$ cat config.mk
export PLATFORM = sky130hd
export DESIGN_NAME = cmd_parser
export DESIGN_NICKNAME = d
export VERILOG_FILES = /design/src/rtl/calc_pkg.sv /design/src/rtl/dec_accum.sv /design/src/rtl/cmd_parser.sv
export SDC_FILE = /design/constraint.sdc
export NUM_CORES = 1
export LEC_CHECK = 0
export ABC_CLOCK_PERIOD_IN_PS = 4900
export BUFFER_PORTS_ARGS = -buffer_cell sky130_fd_sc_hd__buf_2
export CORE_ASPECT_RATIO = 0.8
export CORE_MARGIN = 2
export CORE_UTILIZATION = 43
export CTS_CLUSTER_SIZE = 24
export DETAILED_ROUTE_END_ITERATION = 8
export PLACE_DENSITY_LB_ADDON = 0.1
export SYNTH_ARGS = -nofsm -noshare
export SYNTH_HDL_FRONTEND = slang
export SYNTH_SLANG_ARGS = --single-unit
$ cat constraint.sdc
create_clock -name clk -period 4.9 [get_ports clk]
set_clock_uncertainty 0.1 [all_clocks]
set_input_delay 0.98 -clock clk [delete_from_list [all_inputs] [get_ports clk]]
set_output_delay 0.98 -clock clk [all_outputs]
set_load 0.005 [all_outputs]
$ cat src/rtl/calc_pkg.sv
// Shared definitions for the calculator datapath: operand type and operator
// codes (also decoded by the ALU), the ASCII characters the command parser
// recognises, the parser state encoding, and small character classifiers.
package calc_pkg;

  localparam logic [3:0] DTYPE_NONE = 4'h0;
  localparam logic [3:0] DTYPE_S    = 4'h1;
  localparam logic [3:0] DTYPE_U    = 4'h2;

  localparam logic [4:0] OP_NONE = 5'h00;
  localparam logic [4:0] OP_ADD  = 5'h01;
  localparam logic [4:0] OP_SUB  = 5'h02;
  localparam logic [4:0] OP_MUL  = 5'h03;
  localparam logic [4:0] OP_DIV  = 5'h04;

  localparam logic [7:0] ASCII_0     = 8'h30;
  localparam logic [7:0] ASCII_9     = 8'h39;
  localparam logic [7:0] ASCII_CR    = 8'h0D;
  localparam logic [7:0] ASCII_LF    = 8'h0A;
  localparam logic [7:0] ASCII_EQ    = 8'h3D;
  localparam logic [7:0] ASCII_S     = 8'h73;
  localparam logic [7:0] ASCII_U     = 8'h75;
  localparam logic [7:0] ASCII_PLUS  = 8'h2B;
  localparam logic [7:0] ASCII_MINUS = 8'h2D;
  localparam logic [7:0] ASCII_STAR  = 8'h2A;
  localparam logic [7:0] ASCII_SLASH = 8'h2F;
  localparam logic [7:0] ASCII_SPACE = 8'h20;

  typedef enum logic [2:0] {
    ST_IDLE     = 3'd0,
    ST_NUM1_S   = 3'd1,
    ST_NUM1     = 3'd2,
    ST_NUM2_S   = 3'd3,
    ST_NUM2     = 3'd4,
    ST_WAIT_ALU = 3'd5,
    ST_ERR      = 3'd6
  } parser_state_t;

  function automatic logic is_digit(input logic [7:0] c);
    return (c >= ASCII_0) && (c <= ASCII_9);
  endfunction

  function automatic logic is_term(input logic [7:0] c);
    return (c == ASCII_CR) || (c == ASCII_EQ);
  endfunction

  // Returns OP_NONE for any byte that is not an operator character.
  function automatic logic [4:0] op_code(input logic [7:0] c);
    logic [4:0] op;
    case (c)
      ASCII_PLUS:  op = OP_ADD;
      ASCII_MINUS: op = OP_SUB;
      ASCII_STAR:  op = OP_MUL;
      ASCII_SLASH: op = OP_DIV;
      default:     op = OP_NONE;
    endcase
    return op;
  endfunction

endpackage

$ cat src/rtl/dec_accum.sv
// Decimal accumulator shared by both operands of the command parser.
//   clear : zero the value and the digit count
//   load  : start a new operand with its first digit (count = 1)
//   step  : acc = acc*10 + digit, modulo 2^16, count + 1
//   acc   : running 16-bit value
//   count : number of digits accepted since load
//   full  : count has reached MAX_DIGITS
// Priority is clear > load > step.
module dec_accum #(
  parameter int  MAX_DIGITS = 5,
  localparam int CW         = $clog2(MAX_DIGITS + 1)
) (
  input  logic          clk,
  input  logic          n_rst,
  input  logic          clear,
  input  logic          load,
  input  logic          step,
  input  logic [3:0]    digit,
  output logic [15:0]   acc,
  output logic [CW-1:0] count,
  output logic          full
);

  logic [15:0]   acc_q,   acc_d;
  logic [CW-1:0] count_q, count_d;

  always_comb begin
    acc_d   = acc_q;
    count_d = count_q;
    if (clear) begin
      acc_d   = '0;
      count_d = '0;
    end else if (load) begin
      acc_d   = {12'd0, digit};
      count_d = CW'(1);
    end else if (step) begin
      // x*10 as two shifts and an add; the carry out of bit 15 is dropped
      acc_d   = (acc_q << 3) + (acc_q << 1) + {12'd0, digit};
      count_d = count_q + CW'(1);
    end
  end

  always_ff @(posedge clk or negedge n_rst) begin
    if (!n_rst) begin
      acc_q   <= '0;
      count_q <= '0;
    end else begin
      acc_q   <= acc_d;
      count_q <= count_d;
    end
  end

  assign acc   = acc_q;
  assign count = count_q;
  assign full  = (count_q == CW'(MAX_DIGITS));

endmodule

$ cat src/rtl/cmd_parser.sv
// Command parser in front of the calculator ALU. Parses ASCII commands of
// the form <type><num1><op><num2><term> arriving from the UART receiver and
// hands the decoded fields to the ALU, then waits for alu_done (or a
// timeout) before accepting the next command.
//
// Ports:
//   clk, n_rst           clock, asynchronous active-low reset
//   rx_data, rx_valid    received byte and its one-cycle strobe
//   alu_done             ALU has finished the current command
//   dtype, operator      operand type / operator codes (calc_pkg)
//   src1, src2           operands, two's complement for signed commands
//   parser_done          one-cycle pulse, fields updated
//   parse_err            one-cycle pulse, syntax error
//   alu_timeout          one-cycle pulse, ALU wait abandoned
//   busy                 parser is not idle
//
// state     | meaning
// ----------+-------------------------------------------------------------
// IDLE      | waiting for 's' or 'u'
// NUM1_S    | start of first operand, optional '-' then first digit
// NUM1      | first operand digits, an operator ends it
// NUM2_S    | start of second operand, optional '-' then first digit
// NUM2      | second operand digits, a terminator ends the command
// WAIT_ALU  | fields presented, waiting for alu_done or timeout
// ERR       | syntax error seen, discarding bytes up to a terminator
module cmd_parser
  import calc_pkg::*;
#(
  parameter int MAX_DIGITS  = 5,
  parameter int ALU_TIMEOUT = 1024
) (
  input  logic        clk,
  input  logic        n_rst,
  input  logic [7:0]  rx_data,
  input  logic        rx_valid,
  input  logic        alu_done,
  output logic [3:0]  dtype,
  output logic [4:0]  operator,
  output logic [15:0] src1,
  output logic [15:0] src2,
  output logic        parser_done,
  output logic        parse_err,
  output logic        alu_timeout,
  output logic        busy
);

  localparam int TW = $clog2(ALU_TIMEOUT);
  localparam int CW = $clog2(MAX_DIGITS + 1);

  parser_state_t state_q, state_d;
  logic [3:0]    dtype_nx_q, dtype_nx_d;
  logic [4:0]    op_nx_q, op_nx_d;
  logic          neg_q, neg_d;
  logic [15:0]   num1_q, num1_d;
  logic [3:0]    dtype_q, dtype_d;
  logic [4:0]    operator_q, operator_d;
  logic [15:0]   src1_q, src1_d;
  logic [15:0]   src2_q, src2_d;
  logic          done_q, done_d;
  logic          err_q, err_d;
  logic          tmo_q, tmo_d;
  logic          busy_q, busy_d;
  logic [TW-1:0] tmo_cnt_q, tmo_cnt_d;

  logic          acc_clear, acc_load, acc_step;
  logic [15:0]   acc_val;
  logic [CW-1:0] acc_count;
  logic          acc_full;

  logic          byte_v;
  logic          syntax_err;
  logic          has_digits;
  logic [15:0]   acc_signed;

  dec_accum #(
    .MAX_DIGITS (MAX_DIGITS)
  ) u_dec_accum (
    .clk   (clk),
    .n_rst (n_rst),
    .clear (acc_clear),
    .load  (acc_load),
    .step  (acc_step),
    .digit (rx_data[3:0]),
    .acc   (acc_val),
    .count (acc_count),
    .full  (acc_full)
  );

  // Spaces are transparent everywhere except WAIT_ALU, where every byte is
  // dropped anyway, so one qualifier serves all parsing states.
  assign byte_v     = rx_valid && (rx_data != ASCII_SPACE);
  assign has_digits = (acc_count != '0);
  assign acc_signed = neg_q ? (~acc_val + 16'd1) : acc_val;

  always_comb begin
    state_d    = state_q;
    dtype_nx_d = dtype_nx_q;
    op_nx_d    = op_nx_q;
    neg_d      = neg_q;
    num1_d     = num1_q;
    dtype_d    = dtype_q;
    operator_d = operator_q;
    src1_d     = src1_q;
    src2_d     = src2_q;
    tmo_cnt_d  = tmo_cnt_q;
    done_d     = 1'b0;
    err_d      = 1'b0;
    tmo_d      = 1'b0;
    acc_clear  = 1'b0;
    acc_load   = 1'b0;
    acc_step   = 1'b0;
    syntax_err = 1'b0;

    case (state_q)
      ST_IDLE: begin
        if (byte_v) begin
          if (rx_data == ASCII_S || rx_data == ASCII_U) begin
            dtype_nx_d = (rx_data == ASCII_S) ? DTYPE_S : DTYPE_U;
            neg_d      = 1'b0;
            acc_clear  = 1'b1;
            state_d    = ST_NUM1_S;
          end else if (!(is_term(rx_data) || rx_data == ASCII_LF)) begin
            syntax_err = 1'b1;
          end
        end
      end

      ST_NUM1_S, ST_NUM2_S: begin
        if (byte_v) begin
          if (rx_data == ASCII_MINUS && dtype_nx_q == DTYPE_S && !neg_q) begin
            neg_d = 1'b1;
          end else if (is_digit(rx_data)) begin
            acc_load = 1'b1;
            state_d  = (state_q == ST_NUM1_S) ? ST_NUM1 : ST_NUM2;
          end else begin
            syntax_err = 1'b1;
          end
        end
      end

      ST_NUM1: begin
        if (byte_v) begin
          if (is_digit(rx_data)) begin
            if (acc_full) syntax_err = 1'b1;
            else          acc_step   = 1'b1;
          end else if (op_code(rx_data) != OP_NONE && has_digits) begin
            op_nx_d = op_code(rx_data);
            num1_d  = acc_signed;
            neg_d   = 1'b0;
            state_d = ST_NUM2_S;
          end else begin
            syntax_err = 1'b1;
          end
        end
      end

      ST_NUM2: begin
        if (byte_v) begin
          if (is_digit(rx_data)) begin
            if (acc_full) syntax_err = 1'b1;
            else          acc_step   = 1'b1;
          end else if (is_term(rx_data) && has_digits) begin
            dtype_d    = dtype_nx_q;
            operator_d = op_nx_q;
            src1_d     = num1_q;
            src2_d     = acc_signed;
            done_d     = 1'b1;
            tmo_cnt_d  = '0;
            state_d    = ST_WAIT_ALU;
          end else begin
            syntax_err = 1'b1;
          end
        end
      end

      ST_WAIT_ALU: begin
        // alu_done is checked first so it wins a tie with the last count
        if (alu_done) begin
          state_d = ST_IDLE;
        end else if (tmo_cnt_q == TW'(ALU_TIMEOUT - 1)) begin
          tmo_d   = 1'b1;
          state_d = ST_IDLE;
        end else begin
          tmo_cnt_d = tmo_cnt_q + TW'(1);
        end
      end

      ST_ERR: begin
        if (rx_valid && is_term(rx_data)) state_d = ST_IDLE;
      end

      default: state_d = ST_IDLE;
    endcase

    // A terminator that is itself the bad byte already ends the command,
    // so there is nothing left to discard.
    if (syntax_err) begin
      err_d   = 1'b1;
      state_d = is_term(rx_data) ? ST_IDLE : ST_ERR;
    end

    busy_d = (state_d != ST_IDLE);
  end

  always_ff @(posedge clk or negedge n_rst) begin
    if (!n_rst) begin
      state_q    <= ST_IDLE;
      dtype_nx_q <= DTYPE_NONE;
      op_nx_q    <= OP_NONE;
      neg_q      <= 1'b0;
      num1_q     <= '0;
      dtype_q    <= DTYPE_NONE;
      operator_q <= OP_NONE;
      src1_q     <= '0;
      src2_q     <= '0;
      done_q     <= 1'b0;
      err_q      <= 1'b0;
      tmo_q      <= 1'b0;
      busy_q     <= 1'b0;
      tmo_cnt_q  <= '0;
    end else begin
      state_q    <= state_d;
      dtype_nx_q <= dtype_nx_d;
      op_nx_q    <= op_nx_d;
      neg_q      <= neg_d;
      num1_q     <= num1_d;
      dtype_q    <= dtype_d;
      operator_q <= operator_d;
      src1_q     <= src1_d;
      src2_q     <= src2_d;
      done_q     <= done_d;
      err_q      <= err_d;
      tmo_q      <= tmo_d;
      busy_q     <= busy_d;
      tmo_cnt_q  <= tmo_cnt_d;
    end
  end

  assign dtype       = dtype_q;
  assign operator    = operator_q;
  assign src1        = src1_q;
  assign src2        = src2_q;
  assign parser_done = done_q;
  assign parse_err   = err_q;
  assign alu_timeout = tmo_q;
  assign busy        = busy_q;

endmodule

==> results.md <==
* Total Power at around 2500 uW
* Horizontal die dimension at ~130 um
* Classification of the worst-slack hold path: flop to flop
* Grt ovf at 0
* Outcome: completed
* Ranking of synthesized cells by area: sky130_fd_sc_hd__dfrtp_1, sky130_fd_sc_hd__ha_1, sky130_fd_sc_hd__mux2_2, sky130_fd_sc_hd__nor2_1, sky130_fd_sc_hd__a21oi_1
* ANT nets after route at 0
* Fin nets at between 600 and 700
* Met1 wire length at 5730 um
* Leading post-synthesis cells by instance count: sky130_fd_sc_hd__dfrtp_1, sky130_fd_sc_hd__nor2_1, sky130_fd_sc_hd__a21oi_1
* Shortest clock period the worst path allows after layout at about 3.3 ns
* Data required time of the worst path at 5.09 ns
* Power per Cell Area at around 420 nW/um2
* Cell accounting for the most synthesized area: sky130_fd_sc_hd__dfrtp_1
* Initial Util at 44.3%
* Number of buffers on the longest clock path at 2
* Largest net degree at the start of global routing at 61
* Boundary pin count at 57
* Count of buffers from port buffering at 52
* Combinational power share at between 30 and 40%
* Count of mapped cells out of synthesis at 523
* Setup total negative slack at 0 ns
* Clock latency on the worst-skew pair at between 0.3 and 0.4 ns
* Highest layer used for signal routing: met4
* Number of setup buffers added after CTS at 0
* Met2 routed wirelength at roughly 5500 um
* Lkg Pwr at 0.00292 uW
* Maximum ir drop on the vdd rail at around 0.19 mV
* Number of hold violations in the final report at 0
* Fraction of the yosys area taken by sequential cells at between 40% and 50%
* Length of routed met3 wiring at ~450 um
* Via density per instance at approximately 5.4
* Mean instance size in the synthesized netlist at ~10 um2
* Filler instances at approximately 1,200
* RePlAce Congestion at around 0.83
* Final routed DRC violation total at 0
* Clock network fraction of total power at a little over a quarter
* Total of flip-flops plus latches after synthesis at 95
* Worst r2r dst: u_dec_accum.acc[14]
* HPWL after DPL at 8540 um
* Number of maximum-capacitance violations at 0
* CTS Root Cell: sky130_fd_sc_hd__clkbuf_16
* Path depth of the worst reg2reg path at 8
* Number of warning messages in the yosys log at 0
* Critical path class: input pin to flop
* Sequential fraction of design power at between 40% and 50%
* Total GRT Usage at 18.8%
* Max H-tree Level at 3
* Wire length of the first global-routing pass at slightly above 20,000 um
* Vias in the first global route at 4,012
* Netlist cell types at between 60 and 70
* Vias at roughly 4,000
* Primary FF master, synth: sky130_fd_sc_hd__dfrtp_1
* Asr flop ratio synth at 100%
* Clock tree from TritonCTS: done
* Pins over their slew limit at 0
* Die outline area at ~14,000 um2
* CP Capture Type: flop
* Worst-path clk slew at ~0.07 ns
* Fraction of layout cells with a size suffix above 1 at 21.3%
* Worst hold path stage count at 1
* Count of inserted antenna diode cells at 0
* Routed len/inst at ~16 um
* Share of the synthesized area in the top cell type at 43.8%
* Cts bufs inserted at 9
* Switching component of the power at a little over 900 uW
* Clock sink total at 95
* Initial antenna violation count at 0
* Unrepaired setup endpoints after global routing: false
* Worst Path Max Fanout at 14
* Worst Max-Slew Pin Slew at between 1 and 1.5 ns
* Post-CTS Hold Buffers at 0
* Most instantiated library cell after synthesis: sky130_fd_sc_hd__dfrtp_1
* Proportion of total power due to net switching at a little over a third
* Area growth from synthesis to final layout at 12.0%
* Worst min-delay path endpoint: src1[11]
* Height of the chip at roughly 100 um
* FP Rows at 36
* Hold Startpoint: src1[11]
* Normalized max-slew margin at 18.4%
* Resize count post-CTS at 0
* Startpoint of the worst register-to-register path: u_dec_accum.acc[0]
* Maximum frequency from static timing analysis at between 0.3 and 0.4 GHz
* Register-to-register setup slack at about 2.0 ns
* EDFF count, synth at 0
* Arrival time at the worst endpoint at around 3.5 ns
* Portion of the clock cycle consumed by the worst path in the final layout at ~67%
* Count of routing violations after the opening detailed-route iteration at around 180
* Router iterations before antenna repair at 4
* Internal cell power at 1610 uW
* Startpoint Class: input pin
* Final-layout worst hold slack at 0.400 ns
* Detailed-route wire length at roughly 12,000 um
* Std-Cell Core Area at 12,300 um2
* Netlist area before placement at approximately 5400 um2
* Setup-failing EPs final at 0
-- power groups by stage --
stage	Combinational (uW)	Clock [uW]	Sequential, uW
finish	832	675	1020
global route	956	723	1040
CTS	836	697	1020
detailed placement	830	0	1030
global placement	817	0	1030
floorplan	665	0	983
-- routing by layer --
layer  vias to the layer above  track usage, %
li1                       1987               -
met1                      1954            26.2
met2                        85            29.0
met3                        15            3.91
met4                         0            6.53
met5                         -               0
-- cell type report --
type | count | area [um2] | area share [%]
inverter | 16 | 60.1 | 0.989
timing repair buffer | 56 | 293 | 4.82
multi-input combinational | 390 | 2850 | 46.9
tap | 171 | 214 | 3.52
clock inverter | 5 | 41.3 | 0.680
clock buffer | 11 | 243 | 4.00
sequential | 95 | 2380 | 39.1
-- critical path, cell delays in order --
cell                       delay (ns)
sky130_fd_sc_hd__buf_2           0.19
sky130_fd_sc_hd__fa_1            0.55
sky130_fd_sc_hd__fa_1            0.49
sky130_fd_sc_hd__a211oi_1        0.34
sky130_fd_sc_hd__o21a_1          0.20
sky130_fd_sc_hd__o31ai_1         0.11
sky130_fd_sc_hd__a21oi_1         0.18
sky130_fd_sc_hd__mux2_2          0.36
sky130_fd_sc_hd__nand2_1         0.06
-- cells by family (layout without fill, tap and decap cells) --
logic type / Yosys count / in the layout / synth area share [%]
mux: 30 / 30 / 6.18
flops: 95 / 95 / 43.8
other cells: 1 / 4 / 0.0691
xor+xnor: 33 / 33 / 5.33
simple gates: 164 / 164 / 17.0
fa+ha+maj: 33 / 33 / 7.89
compound gates: 126 / 126 / 15.8
buf+inv: 41 / 88 / 3.94
-- placed cells by master (no fill, tap or decap), drive strengths merged, types with 6 or more instances in the layout --
master   n
a211oi   7
a21oi   44
a22o    11
buf     56
clkbuf  11
dfrtp   95
ha      31
inv     18
mux2    28
nand2   22
nand3   13
nor2    61
nor3    19
nor4     8
o21ai   18
o31ai    7
or3      6
xnor2   18
xor2    15
-- per-stage QoR --
stage / area [um2] / setup WS (ns) / cells / util, %
4_1_cts: 6070 / 1.63 / 744 / 49.6
6_report: 6070 / 1.64 / 744 / 49.6
3_3_place_gp: 5790 / 1.32 / 728 / 47.3
5_1_grt: 6070 / 1.43 / 744 / 49.6
3_5_place_dp: 5790 / 1.26 / 728 / 47.3
2_1_floorplan: 5440 / 1.66 / 526 / -
-- worst max-delay path by stage --
| stage | depth (start not counted) | startpoint | end | slack [ns] |
|---|---|---|---|---|
| final | 9 | rx_data[3] | u_dec_accum.acc[14] | 1.64 |
| after global routing | 9 | rx_data[3] | u_dec_accum.acc[14] | 1.43 |
| after CTS | 9 | rx_data[3] | u_dec_accum.acc[14] | 1.63 |
| after detailed placement | 9 | rx_data[3] | u_dec_accum.acc[15] | 1.26 |
| after global placement | 9 | rx_data[3] | u_dec_accum.acc[15] | 1.32 |
| after floorplan | 8 | rx_data[3] | u_dec_accum.acc[14] | 1.66 |
-- registers in the layout, summed over array words and instances, names as in the netlist --
signal,count
u_dec_accum.count,3
u_dec_accum.acc,16
parse_err,1
alu_timeout,1
src1,16
dtype_nx_q,2
src2,16
state_q,3
tmo_cnt_q,10
op_nx_q,3
parser_done,1
dtype,2
num1_q,16
neg_q,1
operator,3
busy,1
(Power assumes the default switching activity.)
